**src/rtl/eeprom_page_writer.sv**
```systemverilog
// 28C256 in-system page programmer: Z80 I/O window loads a 64-byte page buffer, commit runs a timed WE_B burst.
// Optional `DATA_POLL_EN replaces the fixed write-cycle wait with DATA# polling plus timeout.
module eeprom_page_writer #(
    parameter logic [7:0]  PORT_HI          = 8'hFB,
    parameter int unsigned WE_LOW_CLKS      = 2,
    parameter int unsigned WRITE_CYCLE_CLKS = 40000,
    parameter int unsigned POLL_INTERVAL    = 64
) (
    input  logic        CLK,
    input  logic        RESET_B,
    input  logic        IOREQ_B,
    input  logic        WR_B,
    input  logic        RD_B,
    input  logic [15:0] A,
    input  logic [7:0]  D_in,
    output logic [7:0]  D_out,
    output logic        D_oe,
    output logic [14:0] ee_a,
    output logic [7:0]  ee_d_out,
    output logic        ee_d_oe,
    input  logic [7:0]  ee_d_in,
    output logic [3:0]  ee_cs_b,
    output logic [3:0]  ee_we_b,
    output logic        ee_oe_b,
    output logic        busy
);
    localparam int unsigned WE_W = (WE_LOW_CLKS > 1) ? $clog2(WE_LOW_CLKS) : 1;
    localparam int unsigned WC_W = $clog2(WRITE_CYCLE_CLKS + 1);
    localparam logic [WE_W-1:0] WE_LAST = WE_W'(WE_LOW_CLKS - 1);
    localparam logic [WC_W-1:0] WC_LAST = WC_W'(WRITE_CYCLE_CLKS);

    typedef enum logic [2:0] {
        S_IDLE, S_SETUP, S_PULSE, S_HOLD,
`ifdef DATA_POLL_EN
        S_POLL,
`else
        S_WAIT_WC,
`endif
        S_DONE
    } state_t;

    state_t state, next_state;

    logic [1:0]      iorq_sync, wr_sync, rd_sync;
    logic            wr_act, wr_act_d, wr_evt, port_hit, commit;
    logic [13:0]     page_addr;
    logic [6:0]      count, idx;
    logic [2:0]      slot;
    logic            err, full;
    logic [WE_W-1:0] we_cnt;
    logic [WC_W-1:0] wc_cnt;
    logic [5:0]      cur_col, wr_col;
    logic [7:0]      cur_byte;
    logic [7:0]      page_buf [64];
    logic            unused;

    assign port_hit = (A[15:8] == PORT_HI);
    assign wr_act   = ~iorq_sync[1] & ~wr_sync[1] & port_hit;
    assign wr_evt   = wr_act & ~wr_act_d;
    assign busy     = (state != S_IDLE);
    assign commit   = wr_evt & ~busy & (A[1:0] == 2'd3) & D_in[7] & (count != 7'd0);
    assign cur_col  = page_addr[5:0] + idx[5:0];
    assign wr_col   = page_addr[5:0] + count[5:0];
    assign cur_byte = page_buf[cur_col];
    assign D_oe     = ~iorq_sync[1] & ~rd_sync[1] & port_hit & A[1];
    assign D_out    = A[0] ? {busy, err, full, 2'b00, slot} : {1'b0, count};
    assign unused   = ^{A[7:2], ee_d_in};

`ifdef DATA_POLL_EN
    localparam int unsigned PI_W = (POLL_INTERVAL > 2) ? $clog2(POLL_INTERVAL) : 2;
    localparam logic [PI_W-1:0] PI_LAST   = PI_W'(POLL_INTERVAL - 1);
    localparam logic [PI_W-1:0] PI_STROBE = PI_W'(POLL_INTERVAL - 2);
    logic [PI_W-1:0] poll_cnt;
    logic            poll_strobe, poll_match;
    // Read strobe occupies the last two cycles of each interval; data bit 7 sampled on the second.
    assign poll_strobe = (state == S_POLL) && (poll_cnt >= PI_STROBE);
    assign poll_match  = (state == S_POLL) && (poll_cnt == PI_LAST) && (ee_d_in[7] == cur_byte[7]);
`endif

    always_ff @(posedge CLK) begin
        if (wr_evt && !busy && (A[1:0] == 2'd2) && (count != 7'd64))
            page_buf[wr_col] <= D_in;
    end

    always_ff @(posedge CLK or negedge RESET_B) begin
        if (!RESET_B) state <= S_IDLE;
        else          state <= next_state;
    end

    always_ff @(posedge CLK or negedge RESET_B) begin
        if (!RESET_B) begin
            iorq_sync <= '1;
            wr_sync   <= '1;
            rd_sync   <= '1;
            wr_act_d  <= 1'b0;
            page_addr <= '0;
            count     <= '0;
            idx       <= '0;
            slot      <= '0;
            err       <= 1'b0;
            full      <= 1'b0;
            we_cnt    <= '0;
            wc_cnt    <= '0;
`ifdef DATA_POLL_EN
            poll_cnt  <= '0;
`endif
        end else begin
            iorq_sync <= {iorq_sync[0], IOREQ_B};
            wr_sync   <= {wr_sync[0], WR_B};
            rd_sync   <= {rd_sync[0], RD_B};
            wr_act_d  <= wr_act;
            if (wr_evt) begin
                if (busy) begin
                    err <= 1'b1;
                end else begin
                    case (A[1:0])
                        2'd0: page_addr[7:0]  <= D_in;
                        2'd1: page_addr[13:8] <= D_in[5:0];
                        2'd2: if (count == 7'd64) full <= 1'b1;
                              else                count <= count + 7'd1;
                        default: begin
                            slot <= D_in[2:0];
                            if (commit) begin
                                err  <= 1'b0;
                                full <= 1'b0;
                            end
                        end
                    endcase
                end
            end
            we_cnt <= (state == S_PULSE) ? we_cnt + 1'b1 : '0;
            if (state == S_IDLE) idx <= '0;
            else if (state == S_HOLD && (idx + 7'd1 < count)) idx <= idx + 7'd1;
            if (state == S_DONE) count <= '0;
`ifdef DATA_POLL_EN
            wc_cnt   <= (state == S_POLL) ? wc_cnt + 1'b1 : '0;
            poll_cnt <= (state == S_POLL && poll_cnt != PI_LAST) ? poll_cnt + 1'b1 : '0;
            if (state == S_POLL && wc_cnt == WC_LAST && !poll_match) err <= 1'b1;
`else
            wc_cnt <= (state == S_WAIT_WC) ? wc_cnt + 1'b1 : '0;
`endif
        end
    end

    always_comb begin
        next_state = state;
        ee_a       = {slot[0], page_addr[13:6], cur_col};
        ee_d_out   = cur_byte;
        ee_d_oe    = 1'b0;
        ee_cs_b    = '1;
        ee_we_b    = '1;
        ee_oe_b    = 1'b1;
        case (state)
            S_IDLE: if (commit) next_state = S_SETUP;
            S_SETUP: begin
                ee_d_oe              = 1'b1;
                ee_cs_b[slot[2:1]]   = 1'b0;
                next_state           = S_PULSE;
            end
            S_PULSE: begin
                ee_d_oe              = 1'b1;
                ee_cs_b[slot[2:1]]   = 1'b0;
                ee_we_b[slot[2:1]]   = 1'b0;
                if (we_cnt == WE_LAST) next_state = S_HOLD;
            end
            S_HOLD: begin
                ee_d_oe              = 1'b1;
                ee_cs_b[slot[2:1]]   = 1'b0;
                if (idx + 7'd1 < count) next_state = S_SETUP;
`ifdef DATA_POLL_EN
                else                    next_state = S_POLL;
`else
                else                    next_state = S_WAIT_WC;
`endif
            end
`ifdef DATA_POLL_EN
            S_POLL: begin
                if (poll_strobe) begin
                    ee_cs_b[slot[2:1]] = 1'b0;
                    ee_oe_b            = 1'b0;
                end
                if (poll_match || wc_cnt == WC_LAST) next_state = S_DONE;
            end
`else
            S_WAIT_WC: if (wc_cnt == WC_LAST) next_state = S_DONE;
`endif
            S_DONE:  next_state = S_IDLE;
            default: next_state = S_IDLE;
        endcase
    end
endmodule

```
**config.mk**
```make
export PLATFORM = sky130hd
export DESIGN_NAME = eeprom_page_writer
export DESIGN_NICKNAME = d
export VERILOG_FILES = /design/src/rtl/eeprom_page_writer.sv
export SDC_FILE = /design/constraint.sdc
export NUM_CORES = 1
export LEC_CHECK = 0
export CORE_AREA = 2 2 205 207
export DETAILED_ROUTE_END_ITERATION = 7
export DIE_AREA = 0 0 207 209
export GPL_ROUTABILITY_DRIVEN = 0
export MAX_ROUTING_LAYER = met4
export PLACE_DENSITY = 0.75
export SLEW_MARGIN = 10
export SYNTH_ARGS = -nofsm -noshare
export SYNTH_HDL_FRONTEND = slang
export SYNTH_SLANG_ARGS = --single-unit
```
**constraint.sdc**
```tcl
create_clock -name CLK -period 3.65 [get_ports CLK]
set_input_delay 0.73 -clock CLK [delete_from_list [all_inputs] [get_ports CLK]]
set_output_delay 0.73 -clock CLK [all_outputs]
set_load 0.01 [all_outputs]
```
==> key figures, run 1 <==
Clock network
  • Num Clock Sinks: 572
  • CTS Buf Count: 55
  • Clk slew on worst S/H paths: 60 ps
  • Clk_lat worst skew: 600 ps
  • H-tree levels: 2
  • Clock buffer depth: 3
  • CTS root buffer: clkbuf_16
  • CTS tree: done
  • Post-CTS Hold Buffers: 0

Synthesis
  • Yosys reg bits: 572
  • Leading area contributor after synthesis: edfxtp_1
  • Synth Instances: 1261
  • Synthesized net count: 1321
  • Post-synthesis cell type count: 59
  • EDFF count, synth: 512
  • YS warnings: 0
  • Sequential share of the synthesized area: 71.7%
  • Post-Syn Area: 23600 um^2
  • Main flop type after synthesis: edfxtp_1
  • Syn avg cell area: 18.7 um^2
  • Area contributors post-synth: edfxtp_1 65%, mux4_2 12%, dfrtp_1 5.7%, mux2i_1 2.8%, nor2_1 1.9%
  • Synth top area share: 65.3%
  • Asr flop ratio synth: 10.5%

Layout
  • FF/Latch Area: 16900 um^2
  • Fill count: 2567
  • Final Core Density: 68.4%
  • Final-stage net count: 1543
  • Post-route cell area: 28200 um^2
  • Fin cells: 2067
  • Area Overhead vs Synth: 19.9%
  • Area occupied by multi-input gates: 6510 um^2
  • Layout cells sized above 1: 32.9%

Placement
  • HPWL Detailed: 30.6 mm
  • Placed insts: 1940
  • Dpl cell area: 25800 um^2
  • Pre-CTS setup slack: -557 ps
  • Port Buffers: 64

STA
  • RSZ-0062 raised after global routing: true
  • Slew HR: 19.1%
  • Final-report hold violation count: 0
  • Setup WS post-layout: -809 ps
  • Final setup viols: 10
  • Final Skew: 9.31 ps
  • Actual slew at the worst max-slew pin: 1210 ps
  • Setup TNS: -6400 ps
  • Tmin final: 4460 ps
  • Max Slew Vio Count: 0
  • Final worst-path cycle share: 122%
  • Max Fclk: 224 MHz

Routing
  • Drt drc: 0
  • ANT nets after route: 0
  • DRT Wirelength: 51.4 mm
  • Violation count after the first detailed-route iteration: 1057
  • Routed via count: 12400
  • First-pass DRT Iterations: 6
  • Drt wl/cell: 24.9 um
  • Via-per-instance ratio: 6.00

Critical path
  • Critical path capture point type: output pin
  • Worst path cell trace: ha_4 -> fa_4 -> buf_12 -> buf_16 -> mux4_2 -> mux2i_2 -> mux2i_1 -> a22oi_1 -> buf_4 -> o221ai_1 -> buf_2
  • Crit Path Max Fanout: 9
  • Slowest-stage cell, CP: fa_4
  • Crit path kind: register to output pin
  • Delay-heaviest family, CP: adder cells
  • Critical Path AT: 3730 ps
  • Crit path buf inv count: 4
  • Slowest stage delay, CP: 900 ps
  • Worst Setup Start Kind: register
  • Data required time of the worst path: 2920 ps

Floorplanning
  • Row cnt: 75
  • Core footprint: 41300 um^2
  • Die ar.: 43300 um^2
  • Die height: 209 um
  • I/O pin count: 80
  • Starting Density: 57.0%
  • Die span in x: 207 um

Pwr
  • Peak supply drop: 0.404 mV
  • Lkg Pwr: 9.59 nW
  • PD cells: 648 nW/um^2

Outcome
  • Failing checks: setup timing
  • Status: finished, violations left

Global route
  • Vias in the first global route: 13000
  • Antenna violations before repair: 1
  • Total grt overflow: 0
  • Largest net degree at the start of global routing: 68
  • GRT Overall Usage: 25.1%
  • Global-route wire length before repair: 78.6 mm

Job
  • Max-Cap Viols: 0

Worst hold path
  • Hold WC Path Type: input port to async pin
-- worst register-to-register path, stage by stage (launching register included) --
cell	delay (ps)
dfrtp_1	400
buf_4	130
buf_4	100
ha_1	160
inv_1	60
fa_1	440
inv_1	90
a21oi_1	70
o21ai_1	220
xor2_1	290
nand3_1	390
nor2_1	240
buf_4	230
-- what timing repair did --
| item | in CTS | in global routing |
|---|---|---|
| endpoints found under the setup margin | 11 | 11 |
| gates resized for setup | 97 | 15 |
| gates cloned | 5 | 0 |
| buffers inserted | 19 | 1 |
| pin swaps | 16 | 12 |
| endpoints found under the hold margin | 0 | 0 |
-- path summary, 6_finish.rpt --
| kind | startpoint | slack [ps] | endpoint | cells past startpoint |
|---|---|---|---|---|
| max in group asynchronous | RESET_B | 2680 | iorq_sync[1]$_DFF_PN1_ | 2 |
| setup / recovery | page_addr[0]$_DFFE_PN0P_ | -810 | ee_d_out[6] | 11 |
| hold reg to reg | iorq_sync[0]$_DFF_PN1_ | 350 | iorq_sync[1]$_DFF_PN1_ | 0 |
| min in group CLK | iorq_sync[0]$_DFF_PN1_ | 350 | iorq_sync[1]$_DFF_PN1_ | 0 |
| hold / removal | RESET_B | 80 | wc_cnt[2]$_DFF_PN0_ | 1 |
| setup reg to reg | page_addr[0]$_DFFE_PN0P_ | 550 | page_buf[16][2]$_DFFE_PP_ | 12 |
-- placed cells by master, fill, tap and decap left out, types with 7 or more instances in the layout --
master and instances:
mux2i_1 44, nor2_1 118, bufinv_16 7, inv_1 18
clkbuf_1 7, xnor2_1 17, buf_4 122, mux4_2 128
buf_2 16, buf_6 8, a21oi_2 11, nand2_1 39
buf_12 29, clkinv_1 12, clkinv_2 11, mux2i_2 16
nand4_1 10, a21oi_1 15, ha_1 20, mux2_2 33
clkbuf_16 55, clkdlybuf4s50_1 45, mux2i_4 7, xor2_1 13
edfxtp_1 512, o21ai_0 14, dfrtp_1 54, o221ai_2 7
nand3_1 20
-- cells by family (layout without fill, tap and decap cells) --
kind of cell,Yosys count,in the layout,share of synthesized area [%]
buffers and inverters,83,349,2.01
and+or+nand+nor,243,243,4.94
DFF,572,572,71.7
adders and majority gates,23,23,1.29
other,1,2,0.0159
AOI/OAI and AO/OA,77,77,2.10
muxes,230,230,16.8
xor gates and xnor gates,32,32,1.19
-- sequential cells by signal (all words and copies together), names as in the netlist, 2 cells and up --
signal,cells
iorq_sync,2
state,3
page_buf,512
page_addr,14
wc_cnt,16
count,7
slot,3
idx,7
wr_sync,2
rd_sync,2
-- final cells by class --
type / count / area share [%]
tap: 539 / 2.39
sequential: 572 / 59.8
antenna: 1 / 0.00886
inverter: 20 / 0.266
clock buffer: 62 / 4.97
multi-input combinational: 606 / 23.1
clock inverter: 39 / 1.37
timing repair buffer: 228 / 8.13
-- synthesized netlist by cell type, types with 15 or more instances --
| cell | number |
|---|---|
| xor2_1 | 15 |
| xnor2_1 | 17 |
| inv_1 | 19 |
| nor2_1 | 118 |
| mux2i_1 | 67 |
| buf_2 | 19 |
| clkbuf_1 | 15 |
| a21oi_1 | 26 |
| dfrtp_1 | 54 |
| nand2_1 | 39 |
| ha_1 | 21 |
| nand3_1 | 20 |
| mux2_2 | 35 |
| mux4_2 | 128 |
| buf_4 | 15 |
| edfxtp_1 | 512 |
-- where the power goes --
group          switching [mW]  internal, mW  leakage, nW
Sequential             0.0423          7.17         5.38
Clock                    2.38          3.26        0.868
Combinational            2.54          2.88         3.34
Total                    4.97          13.3         9.59
-- metal layers --
metal	wire length (um)	part of all wire [%]	global-route usage [%]
met1	20700	40	32.9
met2	26300	51	40.8
met3	3090	6.0	4.49
met4	1410	2.7	7.86
met5	0	0	-
-- metrics by stage --
step                      total power, mW  hold WS [ps]
final                                18.3          76.3
after CTS                            18.3          50.7
after global routing                 19.0          78.4
after global placement               11.9           345
after detailed placement             12.0           348
after floorplan                      10.3           345
Power figures use the tool's default switching activity.
==> run 2, diff against run 1 <==
==> constraint.sdc (replaced) <==
create_clock -name CLK -period 3.65 [get_ports CLK]
set_input_delay 0.73 -clock CLK [delete_from_list [all_inputs] [get_ports CLK]]
set_output_delay 0.73 -clock CLK [all_outputs]
set_load 0.02 [all_outputs]
==> key figures, run 2 (synthesized netlist as in run 1, its figures left out) <==
Outcome
  • Status: finished, violations left
  • Failing checks: setup timing

Routing
  • ANT nets after route: 0 (unchanged)
  • DRT Wirelength: 49.6 mm (-3.6%)
  • Via-per-instance ratio: 5.94 (-1.0%)
  • First-pass DRT Iterations: 5 (-1)
  • Drt drc: 0 (unchanged)
  • Routed via count: 12300 (-1.2%)
  • Drt wl/cell: 24.0 um (-3.5%)
  • Violation count after the first detailed-route iteration: 987 (-6.6%)

Global route
  • Vias in the first global route: 12700 (-2.2%)
  • Antenna violations before repair: 0 (-1)
  • Largest net degree at the start of global routing: 68 (unchanged)
  • Global-route wire length before repair: 75.9 mm (-3.5%)
  • Total grt overflow: 0 (unchanged)
  • GRT Overall Usage: 24.0% (-1.1 points)

Floorplanning
  • I/O pin count: 80 (unchanged)
  • Die span in x: 207 um (unchanged)
  • Die ar.: 43300 um^2 (unchanged)
  • Core footprint: 41300 um^2 (unchanged)
  • Row cnt: 75 (unchanged)
  • Starting Density: 57.0% (unchanged)
  • Die height: 209 um (unchanged)

Pwr
  • PD cells: 642 nW/um^2 (-0.84%)
  • Peak supply drop: 0.330 mV (-18%)
  • Lkg Pwr: 9.55 nW (-0.42%)

Layout
  • Layout cells sized above 1: 32.7% (-0.22 points)
  • Max reg flops: 512 (unchanged)
  • Biggest regs: page_buf x512, wc_cnt x16, page_addr x14
  • Area Overhead vs Synth: 19.1%
  • Final-stage net count: 1542 (-0.065%)
  • Most frequent cells in the layout: 512 x edfxtp_1, 139 x buf_4, 128 x mux4_2, 118 x nor2_1, 56 x clkbuf_16
  • Final Core Density: 67.9% (-0.46 points)
  • Fin cells: 2064 (-0.15%)
  • Commonest non-fill, non-tap cell in the layout: edfxtp_1
  • Antenna Diode Count: 0 (-1)
  • Biggest register: page_buf
  • Post-route cell area: 28000 um^2 (-0.67%)

Critical path
  • Data required time of the worst path: 2920 ps (about the same)
  • Critical path capture point type: output pin
  • Crit Path Max Fanout: 7 (-2)
  • Worst r2r src: page_addr[0]$_DFFE_PN0P_
  • Delay-heaviest family, CP: adder cells
  • Crit path kind: register to output pin
  • Worst reg2reg path endpoint: page_buf[53][5]$_DFFE_PP_
  • Crit path buf inv count: 4 (unchanged)
  • Worst reg2reg path depth: 11 (-1)
  • Reg-to-reg slack, setup: 560 ps (about the same)
  • Critical Path AT: 3680 ps (-50 ps)
  • Worst Setup Start Kind: register
  • Slowest stage delay, CP: 810 ps (-90 ps)
  • Worst path cell trace: ha_4 -> fa_4 -> buf_12 -> buf_12 -> mux4_2 -> mux2i_2 -> mux2i_1 -> a22oi_1 -> buf_4 -> o221ai_2 -> buf_4
  • Slowest-stage cell, CP: fa_4

STA
  • Max Fclk: 227 MHz (+1.1%)
  • Actual slew at the worst max-slew pin: 1170 ps (-47.6 ps)
  • Final setup viols: 9 (-1)
  • Final worst-path cycle share: 121% (-1.3 points)
  • Setup WS post-layout: -761 ps (+48.4 ps)
  • Setup TNS: -5890 ps (+507 ps)
  • Slew HR: 22.3% (+3.2 points)
  • Final Skew: 16.9 ps (+7.63 ps)
  • Tmin final: 4410 ps (-48.4 ps)
  • RSZ-0062 raised after global routing: true
  • Max Slew Vio Count: 0 (unchanged)
  • Final-report hold violation count: 0 (unchanged)

Clock network
  • Num Clock Sinks: 572 (unchanged)
  • H-tree levels: 2 (unchanged)
  • Clk slew on worst S/H paths: 60 ps (about the same)
  • CTS Buf Count: 54 (-1.8%)
  • Clk_lat worst skew: 590 ps (about the same)
  • Post-CTS Hold Buffers: 0 (unchanged)
  • Clock buffer depth: 3 (unchanged)
  • CTS root buffer: clkbuf_16
  • CTS tree: done

Job
  • Max-Cap Viols: 0 (unchanged)

Placement
  • Port Buffers: 64 (unchanged)
  • Dpl cell area: 25800 um^2 (-0.19%)
  • Pre-CTS setup slack: -586 ps (-29.3 ps)
  • Placed insts: 1940 (unchanged)
  • HPWL Detailed: 30.5 mm (-0.13%)

Worst hold path
  • Hold WC Path Type: input port to async pin
[run 2: cell types whose count changed in the layout (fill, tap and decap cells not counted), moves of 5 or more]
cell,change
buf_12,-6
buf_2,-7
buf_4,+17
clkbuf_8,+5
mux2i_2,+6
[run 2: timing repair]
item / 4_1_cts / 5_1_grt
gates cloned: 5 / 0
setup endpoints to repair: 11 / 10
setup buffers: 16 / 4
pin swaps: 10 / 7
gates resized for setup: 94 / 19
[run 2: routing by layer]
| layer | part of all wire (%) | routed length (um) | track usage (%) | vias up |
|---|---|---|---|---|
| li1 | - | - | - | 5456 |
| met2 | 51 | 25200 | 38.8 | 407 |
| met4 | 2.4 | 1200 | 7.27 | 0 |
| met5 | 0 | 0 | - | - |
| met3 | 5.9 | 2910 | 4.24 | 76 |
| met1 | 41 | 20300 | 31.8 | 6318 |
[run 2: final cells by class]
type / instances / area, um^2
flip-flops and latches: 572 / 16900
clock buffers: 72 / 1510
fillers: 2622 / 13200
clock inverters: 27 / 208
multi-input cells: 606 / 6470
inverters: 20 / 75.1
well taps: 539 / 674
repair buffers: 228 / 2220
[run 2: worst max-delay path by stage]
stage | startpoint | to | slack [ps] | depth (start not counted)
detailed placement | page_addr[0]$_DFFE_PN0P_ | ee_d_out[2] | -590 | 10
CTS | idx[0]$_DFFE_PN0P_ | ee_d_out[1] | -870 | 13
global route | page_addr[0]$_DFFE_PN0P_ | ee_d_out[0] | -910 | 13
global placement | page_addr[0]$_DFFE_PN0P_ | ee_d_out[2] | -560 | 9
finish | page_addr[0]$_DFFE_PN0P_ | ee_d_out[1] | -760 | 11
floorplan | idx[0]$_DFFE_PN0P_ | ee_d_out[0] | 100 | 8
[run 2: power by group]
part | internal, mW | leakage (nW) | total, mW | switching, mW
clock | 3.11 | 0.847 | 5.43 | 2.32
sequential | 7.17 | 5.38 | 7.21 | 0.0420
combinational | 2.83 | 3.32 | 5.37 | 2.54
[run 2: per-stage QoR]
stage | hold slack [ps] | power (mW)
3_3_place_gp | 346 | 12.0
3_5_place_dp | 347 | 12.1
5_1_grt | 360 | 18.7
4_1_cts | 331 | 18.1
2_1_floorplan | 345 | 10.4
6_report | 317 | 18.0
